--- src/rtl/mmio_io_bridge.sv ---
// Memory-mapped I/O bridge: CPU clock-enable, video-RAM window and PS/2 keyboard FIFO registers.
// Reads answer one clk after accept; requests are only taken in cpu_en cycles.
module mmio_io_bridge #(
  parameter int          CLK_DIV   = 2,
  parameter int          KBD_DEPTH = 16,
  parameter int          VRAM_BITS = 13,
  parameter logic [31:0] VRAM_BASE = 32'h0002_0000,
  parameter logic [31:0] KBD_BASE  = 32'hFFFF_FF00
) (
  input  logic                 clk,
  input  logic                 clrn,
  output logic                 cpu_en,
  input  logic [31:0]          cpu_addr,
  input  logic [31:0]          cpu_wdata,
  input  logic [3:0]           cpu_be,
  input  logic                 cpu_we,
  input  logic                 cpu_re,
  output logic [31:0]          cpu_rdata,
  output logic                 cpu_rvalid,
  input  logic [7:0]           kbd_data,
  input  logic                 kbd_valid,
  output logic [VRAM_BITS-1:0] vram_addr,
  output logic [7:0]           vram_wdata,
  output logic                 vram_we,
  input  logic [7:0]           vram_rdata,
  output logic                 irq
);

  localparam int CW = (CLK_DIV > 1) ? $clog2(CLK_DIV) : 1;
  localparam int AW = $clog2(KBD_DEPTH);
  localparam logic [CW-1:0] DIV_LAST = CW'(CLK_DIV - 1);
  localparam logic [AW:0]   FULL_CNT = (AW+1)'(KBD_DEPTH);

  // cpu_en is registered off the counter so it is glitch-free and low throughout reset.
  logic [CW-1:0] div_cnt;

  always_ff @(posedge clk) begin
    if (!clrn) begin
      div_cnt <= '0;
      cpu_en  <= 1'b0;
    end else begin
      cpu_en  <= (div_cnt == DIV_LAST);
      div_cnt <= (div_cnt == DIV_LAST) ? '0 : div_cnt + 1'b1;
    end
  end

  logic       wr_acc, rd_acc, vram_hit, kbd_hit, ctrl_wr, flush;
  logic [1:0] kbd_off;

  assign wr_acc   = cpu_en & cpu_we;
  assign rd_acc   = cpu_en & cpu_re & ~cpu_we;
  assign vram_hit = (cpu_addr[31:VRAM_BITS] == VRAM_BASE[31:VRAM_BITS]);
  assign kbd_hit  = (cpu_addr[31:4] == KBD_BASE[31:4]);
  assign kbd_off  = cpu_addr[3:2];
  assign ctrl_wr  = wr_acc & kbd_hit & (kbd_off == 2'd2) & cpu_be[0];
  assign flush    = ctrl_wr & cpu_wdata[1];

  assign vram_addr  = cpu_addr[VRAM_BITS-1:0];
  assign vram_wdata = cpu_wdata[7:0];
  assign vram_we    = wr_acc & vram_hit & cpu_be[0];

  logic [7:0]    kbd_mem [KBD_DEPTH];
  logic [AW-1:0] wr_ptr, rd_ptr;
  logic [AW:0]   count;
  logic          overflow, irq_en, nonempty, full, push, pop, drop;

  assign nonempty = (count != '0);
  assign full     = (count == FULL_CNT);
  assign pop      = rd_acc & kbd_hit & (kbd_off == 2'd0) & nonempty;
  // A pop frees the slot in the same cycle, so a full FIFO still accepts a byte alongside it.
  assign push     = kbd_valid & (~full | pop) & ~flush;
  assign drop     = kbd_valid & full & ~pop & ~flush;
  assign irq      = irq_en & nonempty;

  always_ff @(posedge clk) begin
    if (!clrn) begin
      wr_ptr   <= '0;
      rd_ptr   <= '0;
      count    <= '0;
      overflow <= 1'b0;
      irq_en   <= 1'b0;
    end else begin
      if (ctrl_wr) irq_en <= cpu_wdata[0];
      if (flush) begin
        wr_ptr   <= '0;
        rd_ptr   <= '0;
        count    <= '0;
        overflow <= 1'b0;
      end else begin
        if (push) wr_ptr <= wr_ptr + 1'b1;
        if (pop)  rd_ptr <= rd_ptr + 1'b1;
        if (push && !pop)      count <= count + 1'b1;
        else if (pop && !push) count <= count - 1'b1;
        if (drop) overflow <= 1'b1;
      end
    end
  end

  always_ff @(posedge clk) begin
    if (push) kbd_mem[wr_ptr] <= kbd_data;
  end

  logic [31:0] status_word, rd_word;

  always_comb begin
    status_word             = '0;
    status_word[0]          = nonempty;
    status_word[1]          = overflow;
    status_word[8 +: AW+1]  = count;
  end

  // Keyboard words are snapshotted at accept so the DATA pop and the returned byte agree.
  always_comb begin
    rd_word = '0;
    if (kbd_hit) begin
      case (kbd_off)
        2'd0:    rd_word = nonempty ? {23'h0, 1'b1, kbd_mem[rd_ptr]} : 32'h0;
        2'd1:    rd_word = status_word;
        2'd2:    rd_word = {30'h0, 1'b0, irq_en};
        default: rd_word = '0;
      endcase
    end
  end

  logic        rsp_vld, rsp_vram;
  logic [31:0] rsp_word;

  always_ff @(posedge clk) begin
    if (!clrn) begin
      rsp_vld  <= 1'b0;
      rsp_vram <= 1'b0;
      rsp_word <= '0;
    end else begin
      rsp_vld  <= rd_acc;
      rsp_vram <= rd_acc & vram_hit;
      rsp_word <= rd_acc ? rd_word : 32'h0;
    end
  end

  assign cpu_rvalid = rsp_vld;
  assign cpu_rdata  = !rsp_vld ? 32'h0 : (rsp_vram ? {24'h0, vram_rdata} : rsp_word);

  logic unused_bits;
  assign unused_bits = ^{cpu_wdata[31:8], cpu_be[3:1]};

endmodule

--- config.mk ---
export PLATFORM = sky130hd
export DESIGN_NAME = mmio_io_bridge
export DESIGN_NICKNAME = d
export VERILOG_FILES = /design/src/rtl/mmio_io_bridge.sv
export SDC_FILE = /design/constraint.sdc
export NUM_CORES = 1
export LEC_CHECK = 0
export CORE_MARGIN = 2
export CORE_UTILIZATION = 52
export CTS_CLUSTER_SIZE = 14
export DETAILED_ROUTE_END_ITERATION = 7
export GPL_ROUTABILITY_DRIVEN = 0
export PLACE_DENSITY = 0.89
export SKIP_CTS_REPAIR_TIMING = 1
export SLEW_MARGIN = 20
export SYNTH_ARGS = -nofsm -noshare
export SYNTH_HDL_FRONTEND = slang
export SYNTH_SLANG_ARGS = --single-unit
--- constraint.sdc ---
create_clock -name clk -period 10.63 [get_ports clk]
set_input_delay 2.126 -clock clk [delete_from_list [all_inputs] [get_ports clk]]
set_output_delay 2.126 -clock clk [all_outputs]
set_load 0.01 [all_outputs]
==> reports/metrics.yaml <==
yosysWarnings: 0
insertion_delay_ns: 0.42
antenna_cells: 0
drtIter0Drc: 474
areaGrowthSynthToFinish_pct: 19.1
std_cell_rows: 42
layout_worst_path_cycle_share: 0.592
tns_ns: 0
die_x_um: 120
syn_area_per_cell_um2: 16.1
crit_path_end_kind: "output pin"
p_per_area_nw_per_um2: 170
start_util: 0.532
hold_class: "register to register"
rsz0062_at_grt: "false"
antenna_found_initial: 0
globalRouteTotalUtil: 0.224
drt-wirelength-per-cell_um: 22.0
synth-seq-cells: 164
drv_cap: 0
die_y_um: 120
drtAntennaViolNets: 0
irDropWorstVdd_mv: 0.113
synthArstFlopShare: 0
cp_slowest_cell: "clkdlybuf4s50_1"
drive_gt1_frac: 0.155
core_area_um2: 13200
design_area_um2: 8350
hold_violations: 0
cts_tree: "yes"
whs_ns: 0.418
path_cells: "clkdlybuf4s50_1, nor4_1, nand4_1, or4_1, nor2_1, clkdlybuf4s50_1"
worstMarginPinSlew_ns: 0.813
ys_seq_area_frac: 0.651
ios: 146
arrival_ns: 4.17
slowest_delay_ns: 0.55
fin_worst_skew_ns: 0.00682
io_buffers: 83
cts_sinks: 164
setup_viol: 0
dp.final_hpwl_um: 9470
clk_pin_slew_ns: 0.06
nNetsFinal: 601
num_vias: 4064
post_synth_num_cell_types: 46
crit_top_cell: "clkdlybuf4s50_1"
cp_max_fo: 2
crit_type: "input port to output pin"
cts_made_buffers: 17
min_period_ns: 6.29
placed_area_um2: 7780
drt_first_pass_iters: 5
grt_max_degree: 33
synth_area_um2: 7010
htreeDepth: 4
clockBufferDepth: 2
cp.required_ns: 8.50
synth_edf_count: 128
status: "finished, final reports clean"
critPathBufInv: 2
slew_viol_final: 0
synth_ff_type: "edfxtp_1"
ctsRootBufferMaster: "clkbuf_16"
crit_family: "simple AND/OR/NAND/NOR gates"
relSlewSlack: 0.453
gr-total-overflow: 0
drc_errors: 0
vias_per_cell: 5.88
worst_setup_path_start_kind: "input port"
first_global_vias: 4063
wirelength_um: 15200
fmax_mhz: 159
dieArea_um2: 14400
syn_inst: 435
grt_pass1_wl_um: 23600
leakagePower_nw: 2.78
[logic make-up after synthesis]
family	synth area share
flip-flops	0.651
other	0.000535
buffers and inverters	0.0580
AO/OA/AOI/OAI	0.0262
multiplexers	0.145
adder cells (fa/ha/maj)	0.0189
XOR/XNOR	0.00749
AND/OR/NAND/NOR	0.0929
[path summary, 6_finish.rpt]
check | from | endpoint | slack (ns) | cells after the start
setup / recovery | cpu_addr[20] | vram_we | 4.34 | 6
hold / removal | div_cnt | div_cnt | 0.42 | 1
hold reg to reg | div_cnt | div_cnt | 0.42 | 1
setup reg to reg | count[0] | count[4] | 6.65 | 12
[per-layer routing]
layer / up-vias / GRT usage / share of wire
met2: 260 / 0.374 / 0.51
met5: - / 0 / 0
met4: 0 / 0.0904 / 0.025
li1: 1768 / - / -
met3: 42 / 0.0580 / 0.083
met1: 1994 / 0.281 / 0.38
[synth_stat cells (2+ instances only)]
| cell type | instances | area share |
|---|---|---|
| and2_1 | 12 | 0.011 |
| nor4_1 | 4 | 0.0036 |
| o211ai_1 | 2 | 0.0021 |
| edfxtp_1 | 128 | 0.55 |
| and3_1 | 23 | 0.021 |
| nand3b_1 | 2 | 0.0021 |
| clkbuf_1 | 8 | 0.0043 |
| mux2i_1 | 14 | 0.020 |
| nand4b_1 | 2 | 0.0025 |
| buf_4 | 40 | 0.043 |
| nor2b_1 | 13 | 0.012 |
| or3_1 | 2 | 0.0018 |
| buf_1 | 3 | 0.0016 |
| buf_2 | 4 | 0.0029 |
| inv_1 | 8 | 0.0043 |
| nor3_1 | 2 | 0.0014 |
| nand4_1 | 10 | 0.0089 |
| o21ai_0 | 3 | 0.0021 |
| a21o_1 | 2 | 0.0021 |
| dfxtp_1 | 36 | 0.10 |
| mux4_2 | 39 | 0.13 |
| a211oi_1 | 2 | 0.0021 |
| nand2_1 | 9 | 0.0048 |
| nor2_1 | 13 | 0.0070 |
| nand3_1 | 11 | 0.0078 |
| ha_1 | 9 | 0.016 |
| xnor2_1 | 5 | 0.0062 |
| a21oi_1 | 11 | 0.0078 |
[flip-flops by register name, summed over array words and instances, names as in the netlist, 4 cells and up, named ones only]
name	flops
kbd_mem	128
count	5
wr_ptr	4
rd_ptr	4
rsp_word	13
[report_power, final]
| group | switching (W) | internal [W] |
|---|---|---|
| registers | 0.0000126 | 0.000709 |
| clock network | 0.000250 | 0.000329 |
| logic | 0.0000645 | 0.0000578 |
| total | 0.000328 | 0.00110 |
[final cells by class]
cell class,instances,area (um^2)
flip-flops and latches,164,4570
clock buffers,21,482
clock inverters,11,88.8
repair buffers,86,853
inverters,9,33.8
multi-input cells,224,2110
well taps,176,220
fillers,861,4840
[metrics by stage]
| stage | setup slack (ns) | utilization | power (W) | cells |
|---|---|---|---|---|
| floorplan | 5.41 | - | 0.000813 | 453 |
| global placement | 4.41 | 0.590 | 0.000844 | 659 |
| detailed placement | 4.37 | 0.590 | 0.000853 | 659 |
| CTS | 4.36 | 0.633 | 0.00143 | 691 |
| global route | 4.29 | 0.633 | 0.00146 | 691 |
| finish | 4.34 | 0.633 | 0.00142 | 691 |
[cells in the final DEF, fill, tap and decap left out, drive strengths merged, types with 2 or more instances in the layout]
cell type and instances:
a211oi 2, a21boi 2, a21o 2, a21oi 11
and2 12, and3 23, buf 3, clkbuf 21
clkdlybuf4s50 83, clkinv 5, clkinvlp 2, conb 19
dfxtp 36, edfxtp 128, ha 9, inv 13
mux2i 14, mux4 39, nand2 9, nand3 11
nand3b 2, nand4 10, nand4b 2, nor2 13
nor2b 13, nor3 2, nor4 6, o211ai 2
o21ai 3, or3 2, xnor2 5
Note: power is estimated with default switching activity, not from simulation.
